[src/rtl/echo_window_capture.sv]
`default_nettype none
// +--------------------------------------------------------------------------+
// | Module      : echo_window_capture                                        |
// | Description : Triggered capture of a window of 12-bit ADC samples.       |
// |               After a trigger the block skips a programmable number of   |
// |               received words. It then stores the next DEPTH samples in   |
// |               on-chip RAM and tracks the peak sample and its index. A    |
// |               registered random-access read port exposes the window.     |
// | Ports       : clk, rst          - clock, synchronous active-high reset   |
// |               iWORD/iWORD_VALID - received ADC word and its strobe       |
// |               iTRIG, iDELAY     - start pulse and words to skip          |
// |               iRD_ADDR/oRD_DATA - read port, 1-cycle latency             |
// |               oBUSY, oDONE      - skipping/capturing, window complete    |
// |               oCOUNT            - samples written in this/last window    |
// |               oPEAK, oPEAK_IDX  - peak sample and first index of it      |
// | Revision    : 1.0 - initial release                                      |
// +--------------------------------------------------------------------------+
module echo_window_capture #(
  parameter int DEPTH  = 256,
  parameter int ADDR_W = 8
) (
  input  logic              clk,
  input  logic              rst,
  input  logic [15:0]       iWORD,
  input  logic              iWORD_VALID,
  input  logic              iTRIG,
  input  logic [15:0]       iDELAY,
  input  logic [ADDR_W-1:0] iRD_ADDR,
  output logic [11:0]       oRD_DATA,
  output logic              oBUSY,
  output logic              oDONE,
  output logic [ADDR_W:0]   oCOUNT,
  output logic [11:0]       oPEAK,
  output logic [ADDR_W-1:0] oPEAK_IDX
);

  typedef enum logic [1:0] {
    ST_IDLE    = 2'd0,
    ST_DELAY   = 2'd1,
    ST_CAPTURE = 2'd2,
    ST_DONE    = 2'd3
  } state_t;

  // Count value held just before the final write of a window.
  localparam logic [ADDR_W:0] LAST_COUNT = (ADDR_W+1)'(DEPTH - 1);

  state_t              state_q, state_d;
  logic [15:0]         skip_q, skip_d;
  logic [ADDR_W-1:0]   wr_addr_q, wr_addr_d;
  logic [ADDR_W:0]     count_q, count_d;
  logic [11:0]         peak_q, peak_d;
  logic [ADDR_W-1:0]   peak_idx_q, peak_idx_d;
  logic [11:0]         rd_data_q;
  logic                mem_we;
  logic [11:0]         sample;

  logic [11:0]         mem [DEPTH];

  // Upper nibble of the ADC word carries no sample information.
  logic                unused_word_bits;
  assign unused_word_bits = ^iWORD[15:12];

  assign sample = iWORD[11:0];

  // --------------------------------------------------------------------------
  // Next-state logic
  // --------------------------------------------------------------------------
  always_comb begin
    state_d    = state_q;
    skip_d     = skip_q;
    wr_addr_d  = wr_addr_q;
    count_d    = count_q;
    peak_d     = peak_q;
    peak_idx_d = peak_idx_q;
    mem_we     = 1'b0;

    case (state_q)
      // A word strobed in the trigger cycle itself is pre-trigger, so
      // acceptance ignores iWORD_VALID entirely.
      ST_IDLE, ST_DONE: begin
        if (iTRIG) begin
          skip_d     = iDELAY;
          wr_addr_d  = '0;
          count_d    = '0;
          peak_d     = '0;
          peak_idx_d = '0;
          state_d    = (iDELAY == 16'd0) ? ST_CAPTURE : ST_DELAY;
        end
      end

      // The word that takes the counter from 1 to 0 is itself discarded.
      ST_DELAY: begin
        if (iWORD_VALID) begin
          skip_d = skip_q - 16'd1;
          if (skip_q == 16'd1) begin
            state_d = ST_CAPTURE;
          end
        end
      end

      ST_CAPTURE: begin
        if (iWORD_VALID) begin
          mem_we    = 1'b1;
          wr_addr_d = wr_addr_q + ADDR_W'(1);
          count_d   = count_q + (ADDR_W+1)'(1);
          // The first write always seeds the peak; later writes need a strict
          // increase so ties keep the earliest index.
          if ((count_q == '0) || (sample > peak_q)) begin
            peak_d     = sample;
            peak_idx_d = wr_addr_q;
          end
          if (count_q == LAST_COUNT) begin
            state_d = ST_DONE;
          end
        end
      end

      default: state_d = ST_IDLE;
    endcase
  end

  // --------------------------------------------------------------------------
  // State and result registers
  // --------------------------------------------------------------------------
  always_ff @(posedge clk) begin
    if (rst) begin
      state_q    <= ST_IDLE;
      skip_q     <= '0;
      wr_addr_q  <= '0;
      count_q    <= '0;
      peak_q     <= '0;
      peak_idx_q <= '0;
    end else begin
      state_q    <= state_d;
      skip_q     <= skip_d;
      wr_addr_q  <= wr_addr_d;
      count_q    <= count_d;
      peak_q     <= peak_d;
      peak_idx_q <= peak_idx_d;
    end
  end

  // --------------------------------------------------------------------------
  // Sample RAM: no reset, so it maps onto block RAM. The read register sees
  // the pre-write contents when reading the address being written.
  // --------------------------------------------------------------------------
  always_ff @(posedge clk) begin
    if (mem_we) begin
      mem[wr_addr_q] <= sample;
    end
  end

  always_ff @(posedge clk) begin
    if (rst) begin
      rd_data_q <= '0;
    end else begin
      rd_data_q <= mem[iRD_ADDR];
    end
  end

  // --------------------------------------------------------------------------
  // Outputs
  // --------------------------------------------------------------------------
  assign oRD_DATA  = rd_data_q;
  assign oBUSY     = (state_q == ST_DELAY) || (state_q == ST_CAPTURE);
  assign oDONE     = (state_q == ST_DONE);
  assign oCOUNT    = count_q;
  assign oPEAK     = peak_q;
  assign oPEAK_IDX = peak_idx_q;

endmodule
`default_nettype wire
[config.mk]
export PLATFORM = sky130hd
export DESIGN_NAME = echo_window_capture
export DESIGN_NICKNAME = d
export VERILOG_FILES = /design/src/rtl/echo_window_capture.sv
export SDC_FILE = /design/constraint.sdc
export NUM_CORES = 2
export LEC_CHECK = 0
export ABC_CLOCK_PERIOD_IN_PS = 5100
export CAP_MARGIN = 20
export CORE_AREA = 2 2 399 559
export DETAILED_ROUTE_END_ITERATION = 10
export DIE_AREA = 0 0 401 561
export HOLD_SLACK_MARGIN = 0.15
export PLACE_DENSITY = 0.7
export REMOVE_ABC_BUFFERS = 1
export SLEW_MARGIN = 40
export SYNTH_ARGS = -nofsm -noshare
export SYNTH_HDL_FRONTEND = slang
export SYNTH_SLANG_ARGS = --single-unit
[constraint.sdc]
create_clock -name clk -period 5.1 [get_ports clk]
set_input_delay 1.02 -clock clk [delete_from_list [all_inputs] [get_ports clk]]
set_output_delay 1.02 -clock clk [all_outputs]
set_load 0.1 [all_outputs]
# Yosys cells after proc, flatten, opt, wreduce, memory -nomap -nowiden
# Memory sizes are Yosys's and may differ from the RTL's. A register that Yosys moved wholly into a read port is not among the register bits.
# Index checks and enable logic that the tools add are counted.
# Widths: inputs -> output; s select.
[word_totals]
ff_bits = 55
mem_bits_rw = 3072
in_bits = 44
out_inout_bits = 43
mem_count = 1
[op_classes]
addsub = 3
magnitude_cmp = 1
eq_ne = 11
mux = 27
n_reduce_logical = 12
[memory_table]
columns = ["name", "depth", "width", "rd", "rd_clocked_by_memory_dff", "write_ports", "line_no", "source"]
rows = [
  ["mem", 256, 12, 1, 1, 1, "57", "logic [11:0] mem [DEPTH];"],
]
[op_table]
columns = ["cell", "n"]
rows = [
  ["$mux 12", 3],
  ["$mux 16", 2],
  ["$mux 8", 4],
  ["$pmux 16 s2", 1],
  ["$pmux 8 s2", 2],
  ["$pmux 12 s2", 1],
  ["$mux 9", 2],
  ["$pmux 9 s2", 1],
  ["$eq 16x1->1 const B", 1],
  ["$logic_not 16->1", 1],
  ["$sub 16x1->16 const B", 1],
  ["$gt 12x12->1", 1],
  ["$mux 2", 6],
  ["$ne 2x2->1 const B", 6],
  ["$add 9x1->9 const B", 1],
  ["$eq 9x8->1 const B", 1],
  ["$logic_not 9->1", 1],
  ["$add 8x1->8 const B", 1],
  ["$pmux 2 s3", 1],
  ["$reduce_and 3->1", 2],
  ["$reduce_and 5->1", 1],
  ["$eq 2x2->1 const B", 2],
  ["$mux 1", 4],
  ["$reduce_and 4->1", 1],
  ["other kinds (5)", 7],
]

# Depth between registers and ports, before layout
[depth]
depth_word = 5
mapped_depth = 11
mapped_depth_nobuf = 9

# Worst setup path before layout
# No wires, ideal clock.
[synth_path]
path_kind = "input port to flip-flop"
from = "in iWORD_VALID"
to = "mem mem[103][0], enable pin"
setup_time_ns = 0.380
arrival_ns = 2.644
required_ns = 4.720
path_slack_ns = 2.076
cell_stages = 6
path_buffers = 3
path_cell_list = "and2_1 -> clkbuf_1 -> buf_1 -> nand3_1 -> clkbuf_1 -> nor2_1"
[synth_between]
elab_chain_cells = 4
[synth_lines]
columns = ["item", "line_no", "source"]
rows = [
  ["start, declared", "25", "input logic iWORD_VALID,"],
  ["$mux 1", "102", "if (iWORD_VALID) begin"],
  ["$mux 1", "77", "case (state_q)"],
  ["$mux 1", "148", "if (mem_we) begin"],
  ["$mux 1 (implied by the code)", "149", "mem[wr_addr_q] <= sample;"],
  ["end, declared", "57", ""],
]
# No other way between the ends.

==> summary.txt <==
status = complete, no violations
Tot GR Track Use = 27.7%
Die Area = 0.225 mm²
core region area = 0.220 mm²
Critical Path RT = 5890 ps
Initial DRC Count = 8547
WL met3 = 30500 µm
clock sinks = 3139
first-pass GRT wire length = 444000 µm
Flop pwr share = 53.8%
Sw Pwr = 0.0116 W
Mapped Cells = 5583
multi-input logic area = 0.0250 mm²
drt first pass iters = 5
initial antenna violation count = 15
crit path DAT = 4910 ps
clock network power share = 39.9%
utilization after layout = 61.9%
# rows = 204
final hold violation count = 0
vias per cell = 6.57
FFs w/ async S/R, synth = 0%
Final nets = 6170
Vert. Die Dim = 561 µm
CTS root buf = clkbuf_16
CTS tree = done
critical path's top delay family = simple AND/OR/NAND/NOR gates
WHS = 448 ps
final wirelength = 311000 µm
RD Place Congestion = 0.899
starting density of the core = 54.6%
CTS resizes = 0
top sig layer = met5
minimum clock period = 4120 ps
clk_lat worst skew = 870 ps
leading area contributor after synthesis = edfxtp_1
H-tree depth = 5
PD cells = 390 mW/mm²
Final ANT Viol Nets = 0
Pleak = 43.0 nW
synth top area cells = edfxtp_1, mux4_2, o22ai_1
Post-synth EDFFs = 3072
WL/cell = 33.8 µm
synth-to-layout area growth = 13.3%
Post-DP HPWL = 197000 µm
vias in the first global route = 60600
share of cells above drive strength 1 = 27.3%
synth unique cells = 59
internal power = 0.0415 W
Crit. End Element = flop
Reg area = 0.0936 mm²
Post-CTS Setup Repair Bufs = 0
via count = 60500
total CTS buffers = 283
met1 WL = 110000 µm
# setup viols final = 0
worst min-delay path class = input port to flop
Max Cap Violations = 0
most common cell after layout, fill and taps aside = edfxtp_1
CP Buf/Inv Count = 2
worst setup path class = input port to flop
WL met2 = 154000 µm
CP max FO = 20
I/O pin count = 87
share of the synthesized area in the top cell type = 76.7%
Period Utilization, post-route = 80.8%
Sw Ratio = 21.8%
PortBufs = 82
slowest CP cell = nor4_1
worst slew pin tran = 963 ps
Fmax = 243 MHz
Die X = 401 µm
Final Slew Violations = 0
Synth warnings = 0
global route overflow = 0
Startpoint Class = input port
Worst VDD drop = 239 µV
drc violations = 0
synthesized area per cell = 21.5 µm²
Main synth FF type = edfxtp_1
Max clock buf depth = 4
RSZ-0062 raised after global routing = no
Filler cells = 14800
commonest cells after routing, fill and taps aside = edfxtp_1, mux4_2, buf_4
combinational share of power = 6.3%
Synth Register Bits = 3139
relative slew slack = 35.3%
Worst path max stage delay = 790 ps
Fin Clk Skew = 48.9 ps
CTS Hold Bufs = 0
Clock transition at path regs = 70 ps
sequential area share after synthesis = 77.9%
setup_tns = 0 ps
Mapped Area = 0.120 mm²
largest net degree at the start of global routing = 175
critical path, cell by cell = clkdlybuf4s50_1 -> or2_1 -> or2_2 -> buf_12 -> o22ai_1 -> nor4_1 -> nand3_1 -> nand4_1
==> final timing paths <==
kind | startpoint | to | slack (ps) | cells after the start
max reg2reg | wr_addr_q[6]$_SDFFE_PP0P_ | mem[209][5]$_DFFE_PP_ | 1590 | 5
min | iWORD[1] | mem[66][1]$_DFFE_PP_ | 450 | 1
max | iRD_ADDR[3] | oRD_DATA[1]$_SDFF_PP0_ | 980 | 8
min reg2reg | oCOUNT[8]$_SDFFE_PP0P_ | oCOUNT[8]$_SDFFE_PP0P_ | 490 | 2
==> metrics by stage <==
| step | power [W] | setup WS, ps | cell area, µm² | cells |
|---|---|---|---|---|
| 6_report | 0.0531 | 981 | 136000 | 9205 |
| 5_1_grt | 0.0544 | 938 | 136000 | 9201 |
| 4_1_cts | 0.0533 | 1120 | 136000 | 9197 |
| 3_5_place_dp | 0.0324 | 259 | 127000 | 8698 |
| 3_3_place_gp | 0.0324 | 210 | 127000 | 8698 |
| 2_1_floorplan | 0.0306 | 860 | 119000 | 5253 |
==> routing by layer <==
metal	vias to the layer above	track usage (%)
li1	24500	-
met1	31900	36.4
met2	3419	45.5
met3	651	5.03
met4	8	13.0
met5	-	0
==> state kept, by name, summed over array words and instances (netlist names) <==
name	count
skip_q	16
state_q	2
mem	3072
oCOUNT	9
wr_addr_q	8
oRD_DATA	12
oPEAK_IDX	8
oPEAK	12
==> cells by family (layout without fill, tap and decap cells) <==
group	count (synthesis)	in the layout	synth area share (%)
DFF	3139	3139	77.9
muxes	902	902	15.3
and+or+nand+nor	685	685	2.59
AOI/OAI and AO/OA	456	456	2.54
buffers and inverters	367	1100	1.41
adders and majority gates	24	24	0.250
xor gates and xnor gates	10	10	0.0729
other	0	5	0
==> cell usage after synthesis, types with 19 or more instances <==
library cell / instances
edfxtp_1: 3072
mux4_2: 744
nor2_1: 354
o22ai_1: 219
mux2i_1: 133
clkbuf_1: 132
buf_2: 118
nand2_1: 81
nand3_1: 68
dfxtp_1: 67
o21ai_0: 64
nor4_1: 48
buf_4: 44
nand4_1: 41
inv_1: 37
nor3_1: 37
buf_1: 35
a22oi_1: 32
a211oi_1: 30
mux2_2: 25
ha_1: 24
a21oi_1: 19
==> final cells by class <==
cell class,count,area share (%)
inverter,37,0.102
timing repair buffer,564,3.54
tap,2884,2.65
multi-input combinational,2077,18.4
sequential,3139,68.7
clock inverter,140,1.03
clock buffer,359,5.62
antenna,5,0.00918
==> power groups by stage <==
stage | clock network [W] | logic [W] | registers (W)
after global routing | 0.0223 | 0.00352 | 0.0285
after floorplan | 0 | 0.00140 | 0.0292
after CTS | 0.0214 | 0.00332 | 0.0285
final | 0.0212 | 0.00334 | 0.0285
after detailed placement | 0 | 0.00331 | 0.0291
after global placement | 0 | 0.00327 | 0.0291
==> worst reg2reg max path, delay by kind of cell, from the launching register on <==
family | cells | cell delay [ps]
AND/OR/NAND/NOR | 3 | 2050
flip-flops | 1 | 650
buffers and inverters | 2 | 500
Power figures use the tool's default switching activity.
